$ cat src/rtl/pe_gather.sv
// pe_gather: captures one frame of DATA_DEPTH packed lane words in a single
// handshake, then streams the masked lanes out one word per beat, lowest index first.
// Latency: a capture at edge N gives the first beat in cycle N+1. Backpressure:
// the beat is held stable until out_ready. In the default build, cap_ready is low while streaming.
// Macro PE_GATHER_PIPE_EN: a new frame may be captured on the last-beat cycle,
//   giving zero-bubble frames. This adds a combinational path from out_ready to cap_ready.
// Ports: clk/rst (sync, active-high); cap_valid/cap_ready/cap_data/cap_mask frame
//   input; out_valid/out_ready/out_data/out_sel/out_last beat output; busy = streaming.
module pe_gather #(
  parameter int DATA_WIDTH = 8,
  parameter int DATA_DEPTH = 33,
  parameter int SEL_WIDTH  = $clog2(DATA_DEPTH)
) (
  input  logic                             clk,
  input  logic                             rst,
  input  logic                             cap_valid,
  output logic                             cap_ready,
  input  logic [DATA_DEPTH*DATA_WIDTH-1:0] cap_data,
  input  logic [DATA_DEPTH-1:0]            cap_mask,
  output logic                             out_valid,
  input  logic                             out_ready,
  output logic [DATA_WIDTH-1:0]            out_data,
  output logic [SEL_WIDTH-1:0]             out_sel,
  output logic                             out_last,
  output logic                             busy
);

  typedef enum logic {IDLE, STREAM} state_t;

  state_t                           state_q, state_d;
  logic [DATA_DEPTH*DATA_WIDTH-1:0] data_q, data_d;
  logic [DATA_DEPTH-1:0]            pend_q, pend_d;
  logic [DATA_DEPTH-1:0]            pend_rest;
  logic [SEL_WIDTH-1:0]             sel;
  logic                             beat_acc;
  logic                             cap_acc;

  // Priority encoder. The loop scans from high to low, so the lowest set bit wins.
  // An empty pend_q yields index 0.
  always_comb begin
    sel = '0;
    for (int i = DATA_DEPTH - 1; i >= 0; i--) begin
      if (pend_q[i]) sel = SEL_WIDTH'(i);
    end
  end

  // Clearing the lowest set bit leaves the bits still to be sent after this beat.
  // If nothing is left, this beat is the last one.
  assign pend_rest = pend_q & (pend_q - DATA_DEPTH'(1));

  assign out_valid = (state_q == STREAM);
  assign busy      = (state_q == STREAM);
  assign out_sel   = sel;
  assign out_data  = data_q[sel*DATA_WIDTH +: DATA_WIDTH];
  assign out_last  = (state_q == STREAM) && (pend_rest == '0);

`ifdef PE_GATHER_PIPE_EN
  assign cap_ready = (state_q == IDLE) || (out_valid && out_last && out_ready);
`else
  assign cap_ready = (state_q == IDLE);
`endif

  assign beat_acc = out_valid && out_ready;
  assign cap_acc  = cap_valid && cap_ready;

  always_comb begin
    state_d = state_q;
    data_d  = data_q;
    pend_d  = pend_q;
    if (beat_acc) begin
      pend_d = pend_rest;
      if (out_last) state_d = IDLE;
    end
    // A capture overrides the beat update. When both happen in one cycle, the
    // beat was the last of its frame, so the old pending mask is empty anyway.
    if (cap_acc) begin
      data_d  = cap_data;
      pend_d  = cap_mask;
      state_d = (cap_mask != '0) ? STREAM : IDLE;
    end
  end

  always_ff @(posedge clk) begin
    if (rst) begin
      state_q <= IDLE;
      data_q  <= '0;
      pend_q  <= '0;
    end else begin
      state_q <= state_d;
      data_q  <= data_d;
      pend_q  <= pend_d;
    end
  end

endmodule

$ cat config.mk
export PLATFORM = sky130hd
export DESIGN_NAME = pe_gather
export DESIGN_NICKNAME = d
export VERILOG_FILES = /design/src/rtl/pe_gather.sv
export SDC_FILE = /design/constraint.sdc
export NUM_CORES = 1
export LEC_CHECK = 0
export ABC_AREA = 1
export CAP_MARGIN = 20
export CORE_MARGIN = 5
export CORE_UTILIZATION = 51
export CTS_CLUSTER_SIZE = 12
export DETAILED_ROUTE_END_ITERATION = 10
export PLACE_DENSITY_LB_ADDON = 0.25
export SYNTH_ARGS = -nofsm -noshare
export SYNTH_HDL_FRONTEND = slang
export SYNTH_SLANG_ARGS = --single-unit
export TNS_END_PERCENT = 5
$ cat constraint.sdc
create_clock -name clk -period 4.4 [get_ports clk]
set_clock_uncertainty 0.2 [all_clocks]
set_input_delay 0.88 -clock clk [delete_from_list [all_inputs] [get_ports clk]]
set_output_delay 0.88 -clock clk [all_outputs]
set_load 0.005 [all_outputs]
==> results of run 1 <==
## layout by cell type (no fill, tap or decap), types with 10 or more instances in the layout
cell             instances
buf_4                   83
o22ai_1                 13
nand2_1                238
nand3b_1                25
nand2_2                 21
inv_2                   17
nor3_1                  14
clkbuf_8                10
a21oi_1                151
nor2_1                 356
nor4_1                  10
dfxtp_1                296
nand3_2                 72
clkbuf_16               40
clkdlybuf4s50_1        308
buf_12                  18
o21ai_0                307
buf_16                  10
nand3_1                268
inv_1                  167
## registers in the layout (all words and copies together), names as in the netlist
name / count
data_q: 264
busy: 1
pend_q: 33
## worst paths after layout
path                                 start     endpoint  slack, ns
worst min register to register   data_q[6]    data_q[6]       0.26
worst min-delay path             data_q[6]    data_q[6]       0.26
worst max-delay path            pend_q[30]  out_data[1]      -0.57
worst max register to register   pend_q[2]         busy       1.01
## stage by stage
step / util (%) / power, uW / hold slack [ns] / area (sq um) / TNS [ns]
floorplan: - / 4650 / 0.230 / 14400 / 0
global placement: 65.6 / 5790 / 0.239 / 18300 / -2.91
detailed placement: 65.6 / 5820 / 0.244 / 18300 / -2.79
CTS: 71.9 / 8950 / 0.256 / 20000 / -4.34
global route: 73.8 / 9750 / 0.268 / 20500 / -7.53
finish: 73.8 / 9360 / 0.262 / 20500 / -4.41
## kinds of logic (layout without fill, tap and decap cells)
group / after synthesis / after routing / share of synthesized area [%]
AOI/OAI and AO/OA: 487 / 487 / 17.4
buffers and inverters: 353 / 694 / 9.51
DFF: 298 / 298 / 41.5
and+or+nand+nor: 1035 / 1035 / 31.7
## routing by layer
| layer | routed length, um | GRT usage [%] | vias to the layer above |
|---|---|---|---|
| li1 | - | - | 7817 |
| met1 | 21800 | 43.3 | 7561 |
| met2 | 25300 | 51.7 | 995 |
| met3 | 5360 | 5.24 | 198 |
| met4 | 2530 | 11.7 | 0 |
| met5 | 0 | 0 | - |
## power groups by stage
stage | Sequential (uW) | Clock [uW] | Combinational, uW
finish | 3050 | 2790 | 3520
global route | 3070 | 2930 | 3750
CTS | 3050 | 2800 | 3100
detailed placement | 3100 | 0 | 2720
global placement | 3100 | 0 | 2690
floorplan | 3080 | 0 | 1570
## worst max-delay path, delay by kind of cell, from the launching register on
kind          cells  cell delay [ns]
flops             1             0.33
simple gates     39             2.47
buf+inv           5             0.56
## cell type report
cell class                      instances  area [sq um]  share of cell area (%)
Multi-Input combinational cell       1522          7590                    37.0
Clock buffer                           53          1040                    5.08
Inverter                              190           738                    3.59
Sequential cell                       298          5970                    29.0
Clock inverter                          6          58.8                   0.286
Tap cell                              378           473                    2.30
Timing Repair Buffer                  445          4670                    22.7
## repair_timing
| item | in CTS | in global routing |
|---|---|---|
| setup buffers | 16 | 9 |
| pin swaps | 37 | 39 |
| gates cloned | 8 | 5 |
| resized for setup | 93 | 88 |
| setup endpoints to repair | 10 | 12 |
==> flow_summary.ini, run 1 <==
[outcome]
outcome = finished with violations
violated_checks = setup timing

[power_and_ir_drop]
switching_share_pct = 34.9
share_seq_of_total_power_pct = 32.6
intPower_uw = 6090
power_leakage_uw = 0.00860
power.net_switching_uw = 3270
power_frac_clock_pct = 29.8
share_comb_of_total_power_pct = 37.6
p_per_area_nw_per_um2 = 456
peakVddDrop_mv = 0.258

[die]
rows = 61
io_pins = 319
die_w_um = 178
design.core.area_sq_um = 27900
die_y_um = 178
design.die.area_sq_um = 31700
floorplan.initialDensity_pct = 51.7

[placement]
io_buffers = 318
pre_cts_ws_ns = -0.374
gpl.final_weighted_congestion = 0.944
placed_cells = 2795
detailedPlacementHpwl_mm = 36.2

[timing]
fmax_mhz = 201
number_of_setup_violations_in_the_final_report = 9
worst_slack_ns = -0.568
final-hold-violation-count = 0
max-slew-margin-rel_pct = 13.7
grt_setup_unrepaired = true
final-max-slew-violation-count = 0
period_minus_slack_ns = 4.97
final.period_utilization_pct = 113
worst_slew_pin_slew_ns = 1.29

[critical_path]
rr_worst_depth = 17
cp_slowest_cell = dfxtp_2
worst_ep_arrival_time_ns = 3.89
slowest_stage_delay_cp_ns = 0.33
critPathRequiredTime_ns = 3.32
critPathCaptureType = output pin
crit_path_start_kind = register
critical-path-top-cell-by-count = nand2_1
critPathMaxFanout = 6
critical_path_class = reg2out

[yosys]
netlist.area_leader.share_pct = 41.5
synthesis.nets = 2474
yosys_register_bits = 298
syn-mean-instance-area_sq_um = 6.62
synth.area.top_cells = dfxtp_1 41%, nand3_1 12%, o21ai_0 11%
synth.most_common_cell = nor2_1
yosys_warnings = 0
synth_top_cells_by_count = 359 x nor2_1, 341 x nand3_1, 308 x o21ai_0
seq_area_frac_synth_pct = 41.5
yosys_most_used_dff = dfxtp_1
postSynthCellCount = 2173
yosys.cell_types.count = 32
largest_area_contributor_in_the_netlist = dfxtp_1
number_of_enable_flip_flop_cells_after_synthesis = 0
synth_area_sq_um = 14400
async_reset_ff_share_pct = 0

[route]
drt_iter0_drcs = 2625
drt.antenna.violating_nets = 0
detailroute.via_count = 16600
drt-pass1-iter-count = 7
drt_wl_total_mm = 54.9
post-route-drc-count = 0
vias_per_cell = 5.73
drt-wirelength-per-cell_um = 19.0

[clocking]
insertion_delay_ns = 0.51
tritoncts = yes
cts.sink_count = 298
clk_pin_slew_worst_paths_ns = 0.06
cts_hold_buffers = 0
clock_tree.buffer_depth = 3
root_buffer = clkbuf_16
tritoncts.num_buffers = 34
h-tree-depth = 2

[run]
maxCapViolCount = 0

[final_layout]
finalNetCount = 2792
antenna-diode-count = 0
post_route_cells_drive_above_1_share_pct = 13.2
areaGrowthSynthToFinish_pct = 42.8
stdcell_count = 2892
n_fill_cell = 2130

[hold_path]
timing.hold.worst.class = reg2reg
whs_path_depth = 2

[global_route]
first_global_vias = 15500
grt_remaining_overflow = 0
largest_net_degree_at_the_start_of_global_routing = 292
grtUsageTotal_pct = 32.0
grt_first_pass_wirelength_mm = 81.7
grt_antenna_before_repair = 0
(Power assumes the default switching activity.)
==> run 2: changes to the inputs <==
Settings changed: PLACE_DENSITY set to 0.83, PLACE_DENSITY_LB_ADDON 0.25 to not set.
==> run 2 against run 1 <==
Against the previous run: the flow still finishes with violations (setup timing); final cell count shrank 0.52%; die area stayed put; flip-flop and latch count stayed put; routed wire length up 2.2%; clock power is 4% lower; non-clock buffer count decreased by 10; via count up 0.33%; fmax up 2.1%; combinational power rose by 3%; global-route usage grew 1.3 points; largest cell class unchanged; largest power group unchanged.
==> flow_summary.ini, run 2 (same netlist as run 1, synthesis figures left out) <==
[clocking]
root_buffer = clkbuf_16
insertion_delay_ns = 0.52
cts_hold_buffers = 0
h-tree-depth = 2
tritoncts.num_buffers = 34
tritoncts = yes
clk_pin_slew_worst_paths_ns = 0.06
cts.sink_count = 298
clock_tree.buffer_depth = 3

[die]
rows = 61
design.die.area_sq_um = 31700
design.core.area_sq_um = 27900
die_y_um = 178
io_pins = 319
die_w_um = 178
floorplan.initialDensity_pct = 51.7

[power_and_ir_drop]
peakVddDrop_mv = 0.276
p_per_area_nw_per_um2 = 450
power_leakage_uw = 0.00862

[final_layout]
areaGrowthSynthToFinish_pct = 44.3
final_common_cell = nor2_1
antenna-diode-count = 0
n_fill_cell = 2076
flip_flop_count_of_the_largest_register_after_layout = 264
post_route_cells_drive_above_1_share_pct = 16.4
regMostFlops = data_q
final_core_density_pct = 74.6
stdcell_count = 2877
most_frequent_cells_in_the_layout = 357 x nor2_1, 308 x o21ai_0, 308 x clkdlybuf4s50_1, 296 x dfxtp_1, 212 x nand2_1
finalNetCount = 2782

[critical_path]
critical-path-top-cell-by-count = nand2_1
worstReg2RegStart = pend_q[4]
reg2reg_to = busy
rr_worst_depth = 18
cp_slowest_cell = dfxtp_2
crit_path_start_kind = register
slowest_stage_delay_cp_ns = 0.33
startpoint = pend_q[30]
critPathRequiredTime_ns = 3.32
critical_path_class = reg2out
worst-r2r-setup-slack_ns = 0.85
critPathMaxFanout = 8
critPathCaptureType = output pin
endpoint = out_data[3]
worst_ep_arrival_time_ns = 3.79

[global_route]
grt_remaining_overflow = 0
grt_first_pass_wirelength_mm = 84.1
first_global_vias = 15800
largest_net_degree_at_the_start_of_global_routing = 245
grt_antenna_before_repair = 0
grtUsageTotal_pct = 33.3

[route]
vias_per_cell = 5.78
drt_iter0_drcs = 2246
drt-wirelength-per-cell_um = 19.5
drt_wl_total_mm = 56.2
drt-pass1-iter-count = 7
drt.antenna.violating_nets = 0
post-route-drc-count = 0
detailroute.via_count = 16600

[placement]
gpl.final_weighted_congestion = 0.946
io_buffers = 318
detailedPlacementHpwl_mm = 36.8
placed_cells = 2800

[run]
maxCapViolCount = 0

[timing]
number_of_setup_violations_in_the_final_report = 9
final-hold-violation-count = 0
worst_slew_pin_slew_ns = 0.865
final.period_utilization_pct = 111
fmax_mhz = 206
worst_slack_ns = -0.466
period_minus_slack_ns = 4.87
final-max-slew-violation-count = 0
grt_setup_unrepaired = true
max-slew-margin-rel_pct = 42.3

[hold_path]
whs_path_depth = 2
timing.hold.worst.class = reg2reg

[outcome]
outcome = finished with violations
violated_checks = setup timing
## run 2: cell type report
cell class | instances | area, sq um | share of cell area, %
Multi-Input combinational cell | 1522 | 8010 | 38.6
Sequential cell | 298 | 5970 | 28.7
Timing Repair Buffer | 435 | 4560 | 22.0
Clock buffer | 49 | 998 | 4.81
Inverter | 190 | 728 | 3.51
Tap cell | 378 | 473 | 2.28
Clock inverter | 5 | 32.5 | 0.157
## run 2: through the flow
step | setup TNS, ns | hold slack (ns) | setup slack, ns | total power (uW) | cell area (sq um)
after floorplan | 0 | 0.230 | 0.761 | 4650 | 14400
final | -3.89 | 0.255 | -0.466 | 9340 | 20800
after CTS | -3.95 | 0.251 | -0.468 | 9020 | 20300
after global routing | -7.02 | 0.278 | -0.837 | 9720 | 20800
after global placement | -2.74 | 0.239 | -0.368 | 5860 | 18400
after detailed placement | -2.54 | 0.242 | -0.367 | 5900 | 18400
## run 2: worst min path at each step
stage | start | end | slack [ns]
finish | data_q[9] | data_q[9] | 0.26
floorplan | data_q[128] | data_q[128] | 0.23
global route | data_q[33] | data_q[33] | 0.28
global placement | data_q[145] | data_q[145] | 0.24
CTS | data_q[13] | data_q[13] | 0.25
detailed placement | data_q[13] | data_q[13] | 0.24
## run 2: critical path: cells and delay by family (launching register included)
kind	cells	cell delay (ns)
buffers and inverters	5	0.59
DFF	1	0.33
and+or+nand+nor	39	2.36
## run 2: metal layers
layer | wire (um) | vias to the layer above | track usage [%]
met4 | 3150 | 0 | 15.6
met1 | 22000 | 7568 | 44.0
met5 | 0 | - | 0
met2 | 25300 | 1048 | 53.3
li1 | - | 7799 | -
met3 | 5750 | 211 | 5.72
## run 2: repair_timing
action / CTS / global route
setup endpoints to repair: 10 / 11
gates cloned: 10 / 3
resized for setup: 162 / 118
buffers inserted: 15 / 0
pin swaps: 71 / 79
## run 2: where the power goes
part | leakage (uW) | internal [uW] | switching, uW | total, uW
registers | 0.00247 | 2930 | 122 | 3060
logic | 0.00563 | 1510 | 2110 | 3620
clock network | 0.000510 | 1570 | 1100 | 2670
total | 0.00862 | 6010 | 3340 | 9340
